--- src/rtl/fib_stack_engine.sv ---
// fib_stack_engine
//   Computes F(n) with explicit-stack recursion. Each leaf (x <= 1) adds x
//   to the accumulator. A stack overflow aborts the run and raises err.
//
//   Ports
//     i_clk     clock; all state changes on its rising edge
//     i_rst     synchronous active-high reset
//     i_start   request to compute F(i_n_in); honoured only in IDLE
//     i_n_in    operand n, captured on the accepted start edge
//     o_busy    high in every state except IDLE
//     o_done    one-cycle completion pulse (normal or error end)
//     o_result  F(n), or the partial sum on error; held until the next done
//     o_ovf     sticky: accumulator overflowed during this computation
//     o_err     sticky: stack overflow aborted this computation
//
//   Build option
//     FIB_SATURATE_EN  when defined, the accumulator clamps to all-ones on
//                      overflow; otherwise it wraps modulo 2^WIDTH.
//
//   state    | meaning
//   ---------+-------------------------------------------------
//   S_IDLE   | waiting for start
//   S_POP    | pop top of stack; leaf -> accumulate, else expand
//   S_PUSH_A | push x-1
//   S_PUSH_B | push x-2
//   S_DONE   | done pulse, result valid
//   S_ERR    | done pulse with err, partial result
module fib_stack_engine #(
  parameter int WIDTH = 16,
  parameter int NW    = 8,
  parameter int DEPTH = 16
) (
  input  logic             i_clk,
  input  logic             i_rst,
  input  logic             i_start,
  input  logic [NW-1:0]    i_n_in,
  output logic             o_busy,
  output logic             o_done,
  output logic [WIDTH-1:0] o_result,
  output logic             o_ovf,
  output logic             o_err
);

  localparam int SPW = $clog2(DEPTH + 1);
  localparam int AW  = (DEPTH > 1) ? $clog2(DEPTH) : 1;

  typedef enum logic [2:0] {
    S_IDLE, S_POP, S_PUSH_A, S_PUSH_B, S_DONE, S_ERR
  } state_t;

  state_t           r_state;
  logic [SPW-1:0]   r_sp;
  logic [WIDTH-1:0] r_acc;
  logic [NW-1:0]    r_x;
  logic [NW-1:0]    r_stack [DEPTH];

  logic [SPW-1:0]   w_sp_m1;
  logic [NW-1:0]    w_top;
  logic             w_full;
  logic             w_leaf;
  logic [WIDTH:0]   w_sum;
  logic [WIDTH-1:0] w_acc_next;
  logic             w_we;
  logic [AW-1:0]    w_wa;
  logic [NW-1:0]    w_wd;

  assign w_sp_m1 = r_sp - SPW'(1);
  // Only meaningful when r_sp > 0; POP checks that before using it.
  assign w_top   = r_stack[w_sp_m1[AW-1:0]];
  assign w_full  = (r_sp == SPW'(DEPTH));
  assign w_leaf  = (w_top <= NW'(1));
  // A leaf contributes 0 or 1, so only bit 0 of the popped value matters.
  assign w_sum   = {1'b0, r_acc} + {{WIDTH{1'b0}}, w_top[0]};

`ifdef FIB_SATURATE_EN
  // Once clamped, adding 1 carries again, so the value stays at all-ones.
  assign w_acc_next = w_sum[WIDTH] ? {WIDTH{1'b1}} : w_sum[WIDTH-1:0];
`else
  assign w_acc_next = w_sum[WIDTH-1:0];
`endif

  always_comb begin
    w_we = 1'b0;
    w_wa = r_sp[AW-1:0];
    w_wd = r_x - NW'(1);
    case (r_state)
      S_IDLE: begin
        w_we = i_start;
        w_wa = '0;
        w_wd = i_n_in;
      end
      S_PUSH_A: w_we = ~w_full;
      S_PUSH_B: begin
        w_we = ~w_full;
        w_wd = r_x - NW'(2);
      end
      default: w_we = 1'b0;
    endcase
  end

  // Stack storage is not reset; entries at or above sp are don't-care.
  always_ff @(posedge i_clk) begin
    if (w_we) r_stack[w_wa] <= w_wd;
  end

  always_ff @(posedge i_clk) begin
    if (i_rst) begin
      r_state  <= S_IDLE;
      r_sp     <= '0;
      r_acc    <= '0;
      r_x      <= '0;
      o_busy   <= 1'b0;
      o_done   <= 1'b0;
      o_result <= '0;
      o_ovf    <= 1'b0;
      o_err    <= 1'b0;
    end else begin
      o_done <= 1'b0;
      case (r_state)
        S_IDLE: begin
          if (i_start) begin
            r_sp    <= SPW'(1);
            r_acc   <= '0;
            o_ovf   <= 1'b0;
            o_err   <= 1'b0;
            o_busy  <= 1'b1;
            r_state <= S_POP;
          end
        end
        S_POP: begin
          if (r_sp == '0) begin
            o_done   <= 1'b1;
            o_result <= r_acc;
            r_state  <= S_DONE;
          end else begin
            r_sp <= w_sp_m1;
            if (w_leaf) begin
              r_acc <= w_acc_next;
              if (w_sum[WIDTH]) o_ovf <= 1'b1;
            end else begin
              r_x     <= w_top;
              r_state <= S_PUSH_A;
            end
          end
        end
        S_PUSH_A, S_PUSH_B: begin
          if (w_full) begin
            o_done   <= 1'b1;
            o_err    <= 1'b1;
            o_result <= r_acc;
            r_state  <= S_ERR;
          end else begin
            r_sp    <= r_sp + SPW'(1);
            r_state <= (r_state == S_PUSH_A) ? S_PUSH_B : S_POP;
          end
        end
        S_DONE, S_ERR: begin
          o_busy  <= 1'b0;
          r_state <= S_IDLE;
        end
        default: begin
          o_busy  <= 1'b0;
          r_state <= S_IDLE;
        end
      endcase
    end
  end

endmodule
--- config.mk ---
export PLATFORM = sky130hd
export DESIGN_NAME = fib_stack_engine
export DESIGN_NICKNAME = d
export VERILOG_FILES = /design/src/rtl/fib_stack_engine.sv
export SDC_FILE = /design/constraint.sdc
export NUM_CORES = 1
export LEC_CHECK = 0
export ABC_AREA = 1
export BUFFER_PORTS_ARGS = -buffer_cell sky130_fd_sc_hd__buf_4
export CORE_AREA = 2 2 120 122
export CTS_CLUSTER_DIAMETER = 40
export CTS_CLUSTER_SIZE = 8
export DETAILED_ROUTE_END_ITERATION = 7
export DIE_AREA = 0 0 122 124
export PLACE_DENSITY = 0.79
export SETUP_SLACK_MARGIN = 0.5
export SKIP_CTS_REPAIR_TIMING = 1
export SYNTH_ARGS = -nofsm -noshare
export SYNTH_HDL_FRONTEND = slang
export SYNTH_SLANG_ARGS = --single-unit
export TNS_END_PERCENT = 30
--- constraint.sdc ---
create_clock -name i_clk -period 4.91 [get_ports i_clk]
set_input_delay 0.7365 -clock i_clk [delete_from_list [all_inputs] [get_ports i_clk]]
set_output_delay 0.7365 -clock i_clk [all_outputs]
set_load 0.02 [all_outputs]
==> impl_metrics.ini, run 1 <==
[clock_network]
clk_latency_ns = 0.43
clk_pin_slew_worst_paths_ns = 0.07
numCtsBuffers = 17
clock_path_buffers = 2
clock_sinks = 180
root_buffer = clkbuf_16
htreeDepth = 4
cts_tree = done

[hold_path]
worstHoldPathCells = 2
worstHoldPathType = register to register

[yosys]
synthXorXnorAreaFrac = 0.0204
yosysTopAreaCell = edfxtp_1
ys_seq_area_frac = 0.578
synth_mux_area_frac = 0
synth-main-ff-cell = edfxtp_1
syn_area_per_cell_sq_um = 9.15
yosysUniqueCellTypes = 40
ys_top_cells_by_area = edfxtp_1, dfxtp_1, nand2_1
syn-num-nets = 942
async_flop_share = 0
synth_cells = 923
synth_top_family_by_area = simple AND/OR/NAND/NOR gates
synth-edff-count = 128
syn_area_sq_um = 8450
netlist.area_leader.share = 0.455
ys_warn_count = 0
synth-adder-area-share = 0.0119
synth-seq-cells = 180
synth-compound-area-share = 0.0763
yosys.area_share.simple = 0.245

[grt]
grt_start_max_net_pins = 70
grt-ovfl-total = 0
track_usage = 0.265
first_global_vias = 5965
antenna_found_initial = 0
grt_first_pass_wirelength_um = 30100

[routing]
drt_iter0_markers = 666
drc = 0
via_per_inst = 5.72
finalWirelength_um = 19300
via_count = 6478
ant_nets = 0
dr.pass1.iters = 6
wl_per_cell_um = 17.0

[die]
fp.dieH_um = 124
die_area_sq_um = 15100
fp.coreArea_sq_um = 13700
rows = 43
io_pins = 31
start_util = 0.616
die_w_um = 122

[sta]
fin_skew_ns = 0.00782
period_share = 0.765
drv_slew = 0
clock.fmax_ghz = 0.266
maxSlewHeadroom = 0.196
worst_pin_slew_ns = 1.20
rsz0062_at_grt = false
setup_tns_ns = 0
holdWs_ns = 0.466
setup_violations = 0
min_period_ns = 3.76
hold_viol_final = 0

[job]
maxCapViolations = 0

[power]
comb_power_share = 0.439
p_sw_frac = 0.419
power.switching_uw = 2780
p_leak_uw = 0.00366
sequentialPowerShare = 0.343
pwr-share-clk = 0.217
internal-power_uw = 3850
worst_ir_drop_vdd_mv = 0.417
p_per_area_nw_per_um2 = 708

[worst_setup_path]
startpoint_type = register
criticalPathCategory = register to register
r2r_setup_slack_ns = 1.15
rr_worst_depth = 20
crit_fanout = 23
worstPathArrival_ns = 4.12
worstSetupEndpointType = register
cp.required_ns = 5.27

[place]
portBuffers = 30
place.gp.congestion = 0.948
hpwl_um = 12500

[finish]
finish.net_count = 958
drive_gt1_frac = 0.116
antenna_cells = 0
syn2layout_area_growth_pct = 10.7

[run_status]
status = complete, no violations
-- state kept, by name, summed over array words and instances, names as in the netlist --
name      flops
o_result     16
o_done        1
o_busy        1
o_err         1
o_ovf         1
r_x           8
r_sp          5
r_acc        16
r_stack     128
r_state       3
-- worst max-delay path, stage by stage, from the launching register on --
cell and delay (ns):
dfxtp_2 0.32, inv_2 0.27, ha_1 0.31, inv_1 0.44, a21oi_1 0.09, a22oi_1 0.21
nor2_1 0.06, o21ai_0 0.18, nand2_1 0.10, inv_1 0.10, ha_1 0.22, ha_1 0.20
nand2_1 0.09, inv_1 0.10, nand3_1 0.09, nor2_1 0.22, nand4_1 0.13, xor2_1 0.17
nor2_1 0.13, nand3_2 0.10, a21oi_2 0.16
-- power by group through the flow --
stage / Clock, uW / Sequential (uW) / Combinational (uW)
global placement: 0 / 2290 / 2790
global route: 1510 / 2290 / 3200
floorplan: 0 / 2360 / 1950
finish: 1440 / 2270 / 2910
detailed placement: 0 / 2300 / 2840
CTS: 1450 / 2270 / 2880
-- kinds of logic (layout without fill, tap and decap cells) --
logic type / Yosys count / in the layout
buf+inv: 132 / 161
xor+xnor: 18 / 18
flops: 180 / 180
fa+ha+maj: 8 / 8
compound gates: 112 / 112
simple gates: 473 / 473
-- worst paths after layout --
check,end,from
setup / recovery,r_acc[10]$_SDFFE_PP0P_,r_sp[0]$_SDFFE_PP0P_
hold / removal,o_ovf$_SDFFE_PP0P_,o_ovf$_SDFFE_PP0P_
setup reg to reg,r_acc[10]$_SDFFE_PP0P_,r_sp[0]$_SDFFE_PP0P_
hold reg to reg,o_ovf$_SDFFE_PP0P_,o_ovf$_SDFFE_PP0P_
-- stage by stage --
stage	setup WS [ns]	cell area [sq um]	power (uW)	std cells	util
2_1_floorplan	1.37	8450	4310	923	-
3_3_place_gp	1.37	8730	5090	1100	0.636
3_5_place_dp	1.21	8730	5150	1100	0.636
4_1_cts	1.17	9350	6600	1132	0.682
5_1_grt	0.796	9350	7000	1132	0.682
6_report	1.15	9350	6620	1132	0.682
-- per-layer routing --
layer / global-route usage / share of wire
met5: 0 / 0
met4: 0.114 / 0.029
met3: 0.0591 / 0.065
met2: 0.424 / 0.48
met1: 0.350 / 0.42
-- cell usage after synthesis (2+ instances only) --
cell type / n
a21oi_2: 9
nor3_1: 18
o21ai_1: 18
a22oi_1: 3
buf_2: 22
buf_4: 3
o22ai_1: 2
nor4_1: 3
inv_1: 82
o211ai_1: 6
nand2_2: 5
dfxtp_1: 52
nor2_1: 116
ha_1: 8
nand3_2: 12
a21oi_1: 31
clkbuf_1: 12
nand2_1: 214
xnor2_1: 2
nor2_2: 3
nand4_1: 7
nor2_4: 2
o21ai_0: 36
buf_6: 6
inv_2: 7
nand2_4: 2
edfxtp_1: 128
nand3_1: 89
xor2_1: 14
-- cell type report --
| type | count | area (sq um) |
|---|---|---|
| inverter | 89 | 334 |
| fill | 1065 | 4370 |
| clock inverter | 12 | 185 |
| sequential | 180 | 4890 |
| timing repair buffer | 40 | 300 |
| clock buffer | 20 | 437 |
| tap | 180 | 225 |
| multi-input combinational | 611 | 2980 |
-- cells in the final DEF, fill, tap and decap left out, drive strengths merged --
cell type	Yosys	routed
clkbuf	12	20
nor4	3	3
o21ai	54	54
o211a	1	1
xnor2	3	3
clkinv	0	6
or2	1	1
clkinvlp	0	1
dfxtp	52	52
a22oi	3	3
o31ai	1	1
nor3b	1	1
o211ai	6	6
o22ai	2	2
o221ai	1	1
a32o	1	1
a221o	1	1
a211oi	1	1
nand4	7	7
edfxtp	128	128
xor2	15	15
inv	89	89
nand3	101	101
nor3	18	18
a31oi	1	1
ha	8	8
buf	31	40
nand2	221	221
bufinv	0	5
a21oi	40	40
nor2	121	121
No activity file was read; power rests on OpenSTA's default activity.
==> run 2, diff against run 1 <==
- clock period: 4.91 -> 3.81 ns (I/O delays scaled with it)
==> run 2 against run 1 <==
Register-to-register slack worse by 0.44 ns. Critical path type unchanged. Sequential power grew 30%. Critical path depth did not move. Sequential share of layout area fell by 0.91 points. Highest routed layer unchanged. Flip-flop and latch count unchanged. Setup slack worse by 0.44 ns. Non-clock buffer count rose by 7.
==> impl_metrics.ini, run 2 (synthesized netlist as in run 1, its figures left out) <==
[routing]
wl_per_cell_um = 17.0
drc = 0
via_count = 6360
dr.pass1.iters = 5
drt_iter0_markers = 647
ant_nets = 0
finalWirelength_um = 19400
via_per_inst = 5.58

[finish]
finalCoreUtilization = 0.694
drive_gt1_frac = 0.135
regMostFlops = r_stack
layout_commonest_cell = nand2_1
final_cell_area_sq_um = 9520
finish.net_count = 965
syn2layout_area_growth_pct = 12.7
final_cell_mix = nand2_1, edfxtp_1, nor2_1
largestRegisters = r_stack x128, o_result x16, r_acc x16
largest_reg_flops = 128
antenna_cells = 0

[sta]
rsz0062_at_grt = false
maxSlewHeadroom = 0.271
setup_violations = 0
fin_skew_ns = 0.00694
clock.fmax_ghz = 0.323
drv_slew = 0
hold_viol_final = 0
setup_tns_ns = 0
period_share = 0.812
worst_pin_slew_ns = 1.09
min_period_ns = 3.09

[clock_network]
cts_tree = done
clk_pin_slew_worst_paths_ns = 0.07
numCtsBuffers = 17
clock_sinks = 180
root_buffer = clkbuf_16
clock_path_buffers = 2
clk_latency_ns = 0.44
htreeDepth = 4

[worst_setup_path]
startpoint_type = register
worstPathArrival_ns = 3.47
critPathSlowestCell = dfxtp_2
critPathTopFamily = simple AND/OR/NAND/NOR gates
worstSetupEndpointType = register
critPathMaxStageDelay_ns = 0.37
r2r_setup_slack_ns = 0.72
crit_fanout = 12
cp.required_ns = 4.18
cp.buffers_inverters = 4
criticalPathCategory = register to register
cp_cell_sequence = inv_2 > ha_4 > inv_6 > a21oi_1 > a22oi_1 > nor2_1 > o21ai_1 > nand2_1 > inv_1 > ha_4 > ha_1 > nand2_1 > inv_1 > nand3_1 > nor2_4 > nand4_1 > xor2_1 > nor2_1 > nand3_2 > a21oi_2

[power]
p_leak_uw = 0.00373
worst_ir_drop_vdd_mv = 0.530
pwr-share-clk = 0.212
p_sw_frac = 0.419
comb_power_share = 0.448
internal-power_uw = 5020
sequentialPowerShare = 0.340
p_per_area_nw_per_um2 = 908
power.switching_uw = 3630

[grt]
first_global_vias = 5905
grt-ovfl-total = 0
grt_start_max_net_pins = 70
track_usage = 0.260
grt_first_pass_wirelength_um = 29800
antenna_found_initial = 0

[die]
io_pins = 31
die_w_um = 122
die_area_sq_um = 15100
start_util = 0.616
rows = 43
fp.dieH_um = 124
fp.coreArea_sq_um = 13700

[place]
hpwl_um = 12400
place.gp.congestion = 0.915
place_area_sq_um = 8780
portBuffers = 30

[hold_path]
worstHoldPathType = register to register

[job]
maxCapViolations = 0

[run_status]
status = complete, no violations
## run 2: cell types whose count changed in the layout (fill, tap and decap cells not counted), moves of 3 or more
| cell | before | now |
|---|---|---|
| bufinv_16 | 5 | 1 |
| clkbuf_16 | 17 | 22 |
| clkbuf_1 | 3 | 0 |
| ha_1 | 8 | 5 |
| inv_6 | 0 | 7 |
| buf_4 | 40 | 43 |
## run 2: stage by stage
step | power, uW | hold WS [ns] | instances | setup slack, ns
4_1_cts | 8460 | 0.468 | 1136 | 0.440
3_3_place_gp | 6550 | 0.456 | 1104 | 0.554
3_5_place_dp | 6610 | 0.458 | 1104 | 0.470
6_report | 8650 | 0.465 | 1139 | 0.717
2_1_floorplan | 5610 | 0.445 | 923 | 0.505
5_1_grt | 9130 | 0.503 | 1139 | 0.513
## run 2: worst paths after layout
check                           cells after the start                      to                 start
worst max-delay path                               20  r_acc[10]$_SDFFE_PP0P_  r_sp[1]$_SDFFE_PP0P_
worst min-delay path                                2     o_busy$_SDFFE_PP0P_   o_busy$_SDFFE_PP0P_
worst max register to register                     20  r_acc[10]$_SDFFE_PP0P_  r_sp[1]$_SDFFE_PP0P_
worst min register to register                      2     o_busy$_SDFFE_PP0P_   o_busy$_SDFFE_PP0P_
## run 2: area by class of cell
class	count	area [sq um]
clock buffers	22	539
multi-input cells	611	3030
fillers	1016	4200
flip-flops and latches	180	4890
clock inverters	10	96.3
repair buffers	47	402
inverters	89	339
well taps	180	225
## run 2: worst register-to-register path, stage by stage (launching register included)
cell	delay [ns]
dfxtp_2	0.37
inv_2	0.08
ha_4	0.29
inv_6	0.12
a21oi_1	0.06
a22oi_1	0.25
nor2_1	0.06
o21ai_1	0.14
nand2_1	0.06
inv_1	0.14
ha_4	0.18
ha_1	0.16
nand2_1	0.08
inv_1	0.10
nand3_1	0.14
nor2_4	0.15
nand4_1	0.10
xor2_1	0.16
nor2_1	0.14
nand3_2	0.09
a21oi_2	0.16
## run 2: per-layer routing
| metal | part of all wire | global-route usage |
|---|---|---|
| met1 | 0.41 | 0.325 |
| met2 | 0.51 | 0.442 |
| met3 | 0.057 | 0.0517 |
| met4 | 0.027 | 0.112 |
| met5 | 0 | 0 |
## run 2: power groups by stage
stage / sequential, uW / clock, uW / combinational, uW
2_1_floorplan: 3040 / 0 / 2570
3_3_place_gp: 2960 / 0 / 3590
3_5_place_dp: 2960 / 0 / 3640
4_1_cts: 2930 / 1850 / 3680
5_1_grt: 2960 / 1920 / 4250
6_report: 2940 / 1840 / 3870
